==> config.mk <==
export PLATFORM = sky130hd
export DESIGN_NAME = s_fold_acc
export DESIGN_NICKNAME = d
export VERILOG_FILES = /design/src/rtl/s_fold_pkg.sv /design/src/rtl/s_fold_lane.sv /design/src/rtl/s_fold_acc.sv
export SDC_FILE = /design/constraint.sdc
export NUM_CORES = 1
export LEC_CHECK = 0
export CAP_MARGIN = 20
export CORE_ASPECT_RATIO = 1.4
export CORE_MARGIN = 3
export CORE_UTILIZATION = 43
export CTS_CLUSTER_DIAMETER = 80
export DETAILED_ROUTE_END_ITERATION = 16
export HOLD_SLACK_MARGIN = 0.15
export PLACE_DENSITY = 0.77
export SLEW_MARGIN = 20
export SYNTH_ARGS = -nofsm -noshare
export SYNTH_HDL_FRONTEND = slang
export SYNTH_SLANG_ARGS = --single-unit
export TNS_END_PERCENT = 20
==> constraint.sdc <==
create_clock -name clk -period 2.1 [get_ports clk]
set_clock_uncertainty 0.1 [all_clocks]
set_input_delay 0.42 -clock clk [delete_from_list [all_inputs] [get_ports clk]]
set_output_delay 0.42 -clock clk [all_outputs]
set_load 0.01 [all_outputs]
==> src/rtl/s_fold_pkg.sv <==
// Shared types and constants for the s_fold_acc frame signature accumulator.
// Fold function F depends on macro S_FOLD_ACC_ROT_EN (rotate-left-by-1 when defined, identity otherwise).
package s_fold_pkg;

    localparam int WORD_W        = 16;
    localparam int CNT_W         = 8;
    localparam int FRAME_LEN_MAX = 255;

    typedef enum logic [1:0] {
        IDLE = 2'd0,
        ACC  = 2'd1,
        OUT  = 2'd2
    } state_t;

    function automatic logic [WORD_W-1:0] fold_f(input logic [WORD_W-1:0] x);
`ifdef S_FOLD_ACC_ROT_EN
        return {x[WORD_W-2:0], x[WORD_W-1]};
`else
        return x;
`endif
    endfunction

endpackage

==> src/rtl/s_fold_lane.sv <==
// One 16-bit signature register: clear has priority over a load of F(sig) ^ din.
module s_fold_lane
    import s_fold_pkg::*;
(
    input  logic              clk,
    input  logic              rst_n,
    input  logic              clr_i,
    input  logic              load_i,
    input  logic [WORD_W-1:0] din_i,
    output logic [WORD_W-1:0] sig_o
);

    logic [WORD_W-1:0] sig_q;
    logic [WORD_W-1:0] sig_d;

    // NOTE: default assignment first so every path drives sig_d and no latch is inferred.
    always_comb begin
        sig_d = sig_q;
        if (clr_i) begin
            sig_d = '0;
        end else if (load_i) begin
            sig_d = fold_f(sig_q) ^ din_i;
        end
    end

    always_ff @(posedge clk or negedge rst_n) begin
        if (!rst_n) begin
            sig_q <= '0;
        end else begin
            sig_q <= sig_d;
        end
    end

    assign sig_o = sig_q;

endmodule

==> src/rtl/s_fold_acc.sv <==
// Frame signature accumulator: folds FRAME_LEN beats per path into a 16-bit signature.
// Build option: define S_FOLD_ACC_ROT_EN for MISR-style rotate folding, otherwise plain XOR.
module s_fold_acc
    import s_fold_pkg::*;
#(
    parameter int FRAME_LEN = 8
) (
    input  logic              clk,
    input  logic              rst_n,
    input  logic              flush,
    input  logic              in_valid,
    output logic              in_ready,
    input  logic [WORD_W-1:0] in_aa,
    input  logic [WORD_W-1:0] in_bb,
    output logic              out_valid,
    input  logic              out_ready,
    output logic [WORD_W-1:0] sig_aa,
    output logic [WORD_W-1:0] sig_bb
);

    // Lengths beyond what the beat counter can reach saturate to its limit.
    localparam int              LEN_INT = (FRAME_LEN > FRAME_LEN_MAX) ? FRAME_LEN_MAX : FRAME_LEN;
    localparam logic [CNT_W-1:0] LEN    = CNT_W'(LEN_INT);

    state_t           state_q;
    logic [CNT_W-1:0] cnt_q;
    logic             in_ready_q;
    logic             out_valid_q;

    logic             accept;
    logic             last_beat;
    logic             sig_clr;

    assign accept    = in_valid & in_ready_q & ~flush;
    assign last_beat = (cnt_q + 8'd1) == LEN;
    assign sig_clr   = flush | (out_valid_q & out_ready);

    // NOTE: sequential state uses non-blocking assignments only; outputs are registered alongside the state.
    always_ff @(posedge clk or negedge rst_n) begin
        if (!rst_n) begin
            state_q     <= IDLE;
            cnt_q       <= '0;
            in_ready_q  <= 1'b0;
            out_valid_q <= 1'b0;
        end else if (flush) begin
            state_q     <= IDLE;
            cnt_q       <= '0;
            in_ready_q  <= 1'b1;
            out_valid_q <= 1'b0;
        end else begin
            case (state_q)
                IDLE, ACC: begin
                    in_ready_q  <= ~(accept & last_beat);
                    out_valid_q <= accept & last_beat;
                    if (accept) begin
                        cnt_q   <= cnt_q + 8'd1;
                        state_q <= last_beat ? OUT : ACC;
                    end
                end
                OUT: begin
                    if (out_ready) begin
                        state_q     <= IDLE;
                        cnt_q       <= '0;
                        in_ready_q  <= 1'b1;
                        out_valid_q <= 1'b0;
                    end
                end
                default: begin
                    state_q     <= IDLE;
                    cnt_q       <= '0;
                    in_ready_q  <= 1'b1;
                    out_valid_q <= 1'b0;
                end
            endcase
        end
    end

    s_fold_lane u_lane_aa (
        .clk    (clk),
        .rst_n  (rst_n),
        .clr_i  (sig_clr),
        .load_i (accept),
        .din_i  (in_aa),
        .sig_o  (sig_aa)
    );

    s_fold_lane u_lane_bb (
        .clk    (clk),
        .rst_n  (rst_n),
        .clr_i  (sig_clr),
        .load_i (accept),
        .din_i  (in_bb),
        .sig_o  (sig_bb)
    );

    assign in_ready  = in_ready_q;
    assign out_valid = out_valid_q;

endmodule

==> metrics.csv <==
metric,value,unit
min_period_over_period,93.4,%
critical_path_class,flip-flop to flip-flop,
cts_root_buf,sky130_fd_sc_hd__clkbuf_8,
status,"complete, no violations",
mostFrequentLayoutCells,"sky130_fd_sc_hd__clkdlybuf4s50_1 (69), sky130_fd_sc_hd__dfrtp_1 (44), sky130_fd_sc_hd__nand2_1 (43)",
relSlewSlack,61.9,%
number_of_buffers_created_by_cts,5,
grt_setup_unrepaired,no,
post-route-drc-count,0,
reg2reg_setup_slack,0.14,ns
synthesis.nets,245,
slew_violations,0,
routed_met1_length,1.80,mm
clk_latency,0.28,ns
tritoncts,yes,
design.final.nets,323,
met3_length,212,um
placement.io_buffers,70,
synthFlopType,sky130_fd_sc_hd__dfrtp_1,
power_density_relative_to_cell_area,626,nW/um^2
vdd_ir_drop_max,0.448,mV
grt_pass1_wl,7.85,mm
worst_hold_margin,0.423,ns
final_setup_viols,0,
timing.fmax,510,MHz
post_drt_via_cell_ratio,4.85,
routed-wl-met2,2.45,mm
core-area,4380,um^2
post-dp-hpwl,3.36,mm
routed_length_per_instance,13.0,um
critPathArrivalTime,2.04,ns
instances_no_fill,345,
post-route-util,67.0,%
floorplan.die_area,5530,um^2
final_worst_path_setup_slack,0.138,ns
post-cts-setup-buffers,0,
worst_setup_path_end_kind,flip-flop,
fp-row-count,28,
path_max_fanout,6,
synth.ff_latch_count,44,
max_cap_violations,0,
finalInstanceArea,2930,um^2
grt_max_degree,33,
synthArstFlopShare,100,%
setup.worst_path.start_class,flip-flop,
placed_cells_incl_taps,336,
layout-drive-gt1-share,6.32,%
highest_layer,met4,
global_route.overflow_total,0,
initial_utilization,45.8,%
tightestPinTransition,0.568,ns
cts.path.max_buffers,2,
synth_cells,206,
synth_area,2010,um^2
antenna_left,0,
yosysWarnings,0,
antenna_cells_inserted,0,
cellLeakagePower,1.35,nW
hold_class,flip-flop to flip-flop,
ios,71,
numClockSinks,44,
gp_congestion,0.774,
dpl-instance-area,2830,um^2
htreeDepth,2,
grt.total_usage,17.9,%
postRouteWirelength,4.50,mm
final_common_cell,sky130_fd_sc_hd__clkdlybuf4s50_1,
detailed_route_via_count,1673,
timing.final.crit_period,1.96,ns
vias_in_the_first_global_route,1778,
detailedRoute.firstPassIterationCount,5,
post_synth_edffs,0,
number_of_antenna_violations_at_the_first_check_in_global_routing,0,
chipWidth,63.7,um
timing_hold_violations_final,0,
synthToLayoutAreaGrowth,46.1,%
syn-mean-instance-area,9.74,um^2
clk_transition_reported_paths,0.08,ns
cp_data_required_time,2.18,ns
placement_setup_slack,-0.154,ns
yosysUniqueCellTypes,29,
drt_iter0_drc,57,
yosysSeqAreaShare,54.9,%
die_height,86.8,um
## Yosys cell counts (all sizes together), types with 2 or more instances
master | count | area share [%]
buf | 2 | 0.62
clkbuf | 6 | 1.1
a31oi | 2 | 0.62
nand3 | 4 | 1.0
dfrtp | 44 | 55
o31ai | 2 | 0.75
a22o | 2 | 0.87
xnor2 | 2 | 0.87
nand2 | 43 | 8.0
and3 | 2 | 0.87
o21ai | 9 | 2.2
and2 | 2 | 0.62
ha | 2 | 1.2
xor2 | 33 | 14
nor2 | 38 | 7.1
inv | 2 | 0.37
## worst max-delay path, cell delays in order, from the launching register on
cell                      delay (ns)
sky130_fd_sc_hd__dfrtp_1        0.39
sky130_fd_sc_hd__ha_1           0.28
sky130_fd_sc_hd__nor4b_1        0.31
sky130_fd_sc_hd__a31oi_1        0.12
sky130_fd_sc_hd__or4_4          0.55
sky130_fd_sc_hd__o21a_1         0.12
## cell type report
cell class	instances	area, um^2
Fill cell	368	1450
Timing Repair Buffer	79	791
Clock buffer	8	90.1
Inverter	2	7.51
Sequential cell	44	1100
Multi-Input combinational cell	152	868
Tap cell	60	75.1
## per-layer routing
layer / track usage (%) / up-vias
li1: - / 811
met1: 21.5 / 803
met2: 31.7 / 55
met3: 3.11 / 4
met4: 6.68 / 0
met5: 0 / -
## final timing paths
path	startpoint	to	cells past startpoint
worst max-delay path	cnt_q[0]$_DFFE_PN0P_	in_ready$_DFFE_PN0P_	5
worst min-delay path	in_ready$_DFFE_PN0P_	in_ready$_DFFE_PN0P_	1
worst max register to register	cnt_q[0]$_DFFE_PN0P_	in_ready$_DFFE_PN0P_	5
worst min register to register	in_ready$_DFFE_PN0P_	in_ready$_DFFE_PN0P_	1
max in group asynchronous	rst_n	u_lane_bb.sig_o[8]$_DFFE_PN0P_	3
min in group asynchronous	rst_n	u_lane_bb.sig_o[15]$_DFFE_PN0P_	2
## flip-flops by register name, summed over array words and instances (netlist names)
signal / cells
cnt_q: 8
in_ready: 1
out_valid: 1
state_q: 2
u_lane_aa.sig_o: 16
u_lane_bb.sig_o: 16
## timing repair
item / 4_1_cts / 5_1_grt
hold endpoints to repair: 21 / 0
endpoints found under the setup margin: 0 / 3
hold buffers: 1 / 0
resized for setup: 0 / 1
## metrics by stage
step                TNS (ns)  power, mW
floorplan                  0       1.10
global placement      -0.374       1.32
detailed placement    -0.707       1.33
CTS                        0       1.87
global route               0       1.93
finish                     0       1.84
## logic make-up (layout without fill, tap and decap cells)
| logic type | count (synthesis) | in the layout | synth area share, % |
|---|---|---|---|
| AO/OA/AOI/OAI | 20 | 20 | 6.23 |
| XOR/XNOR | 35 | 35 | 15.3 |
| adder cells (fa/ha/maj) | 2 | 2 | 1.25 |
| buffers and inverters | 10 | 89 | 2.12 |
| flip-flops | 44 | 44 | 54.9 |
| multiplexers | 1 | 1 | 0.499 |
| AND/OR/NAND/NOR | 94 | 94 | 19.8 |
## power by group
| part | leakage (nW) | switching [mW] | total [mW] | internal, mW |
|---|---|---|---|---|
| logic | 0.724 | 0.158 | 0.372 | 0.214 |
| clock network | 0.0455 | 0.254 | 0.522 | 0.268 |
| registers | 0.584 | 0.0390 | 0.942 | 0.903 |
| total | 1.35 | 0.451 | 1.84 | 1.38 |
Power figures use the tool's default switching activity.
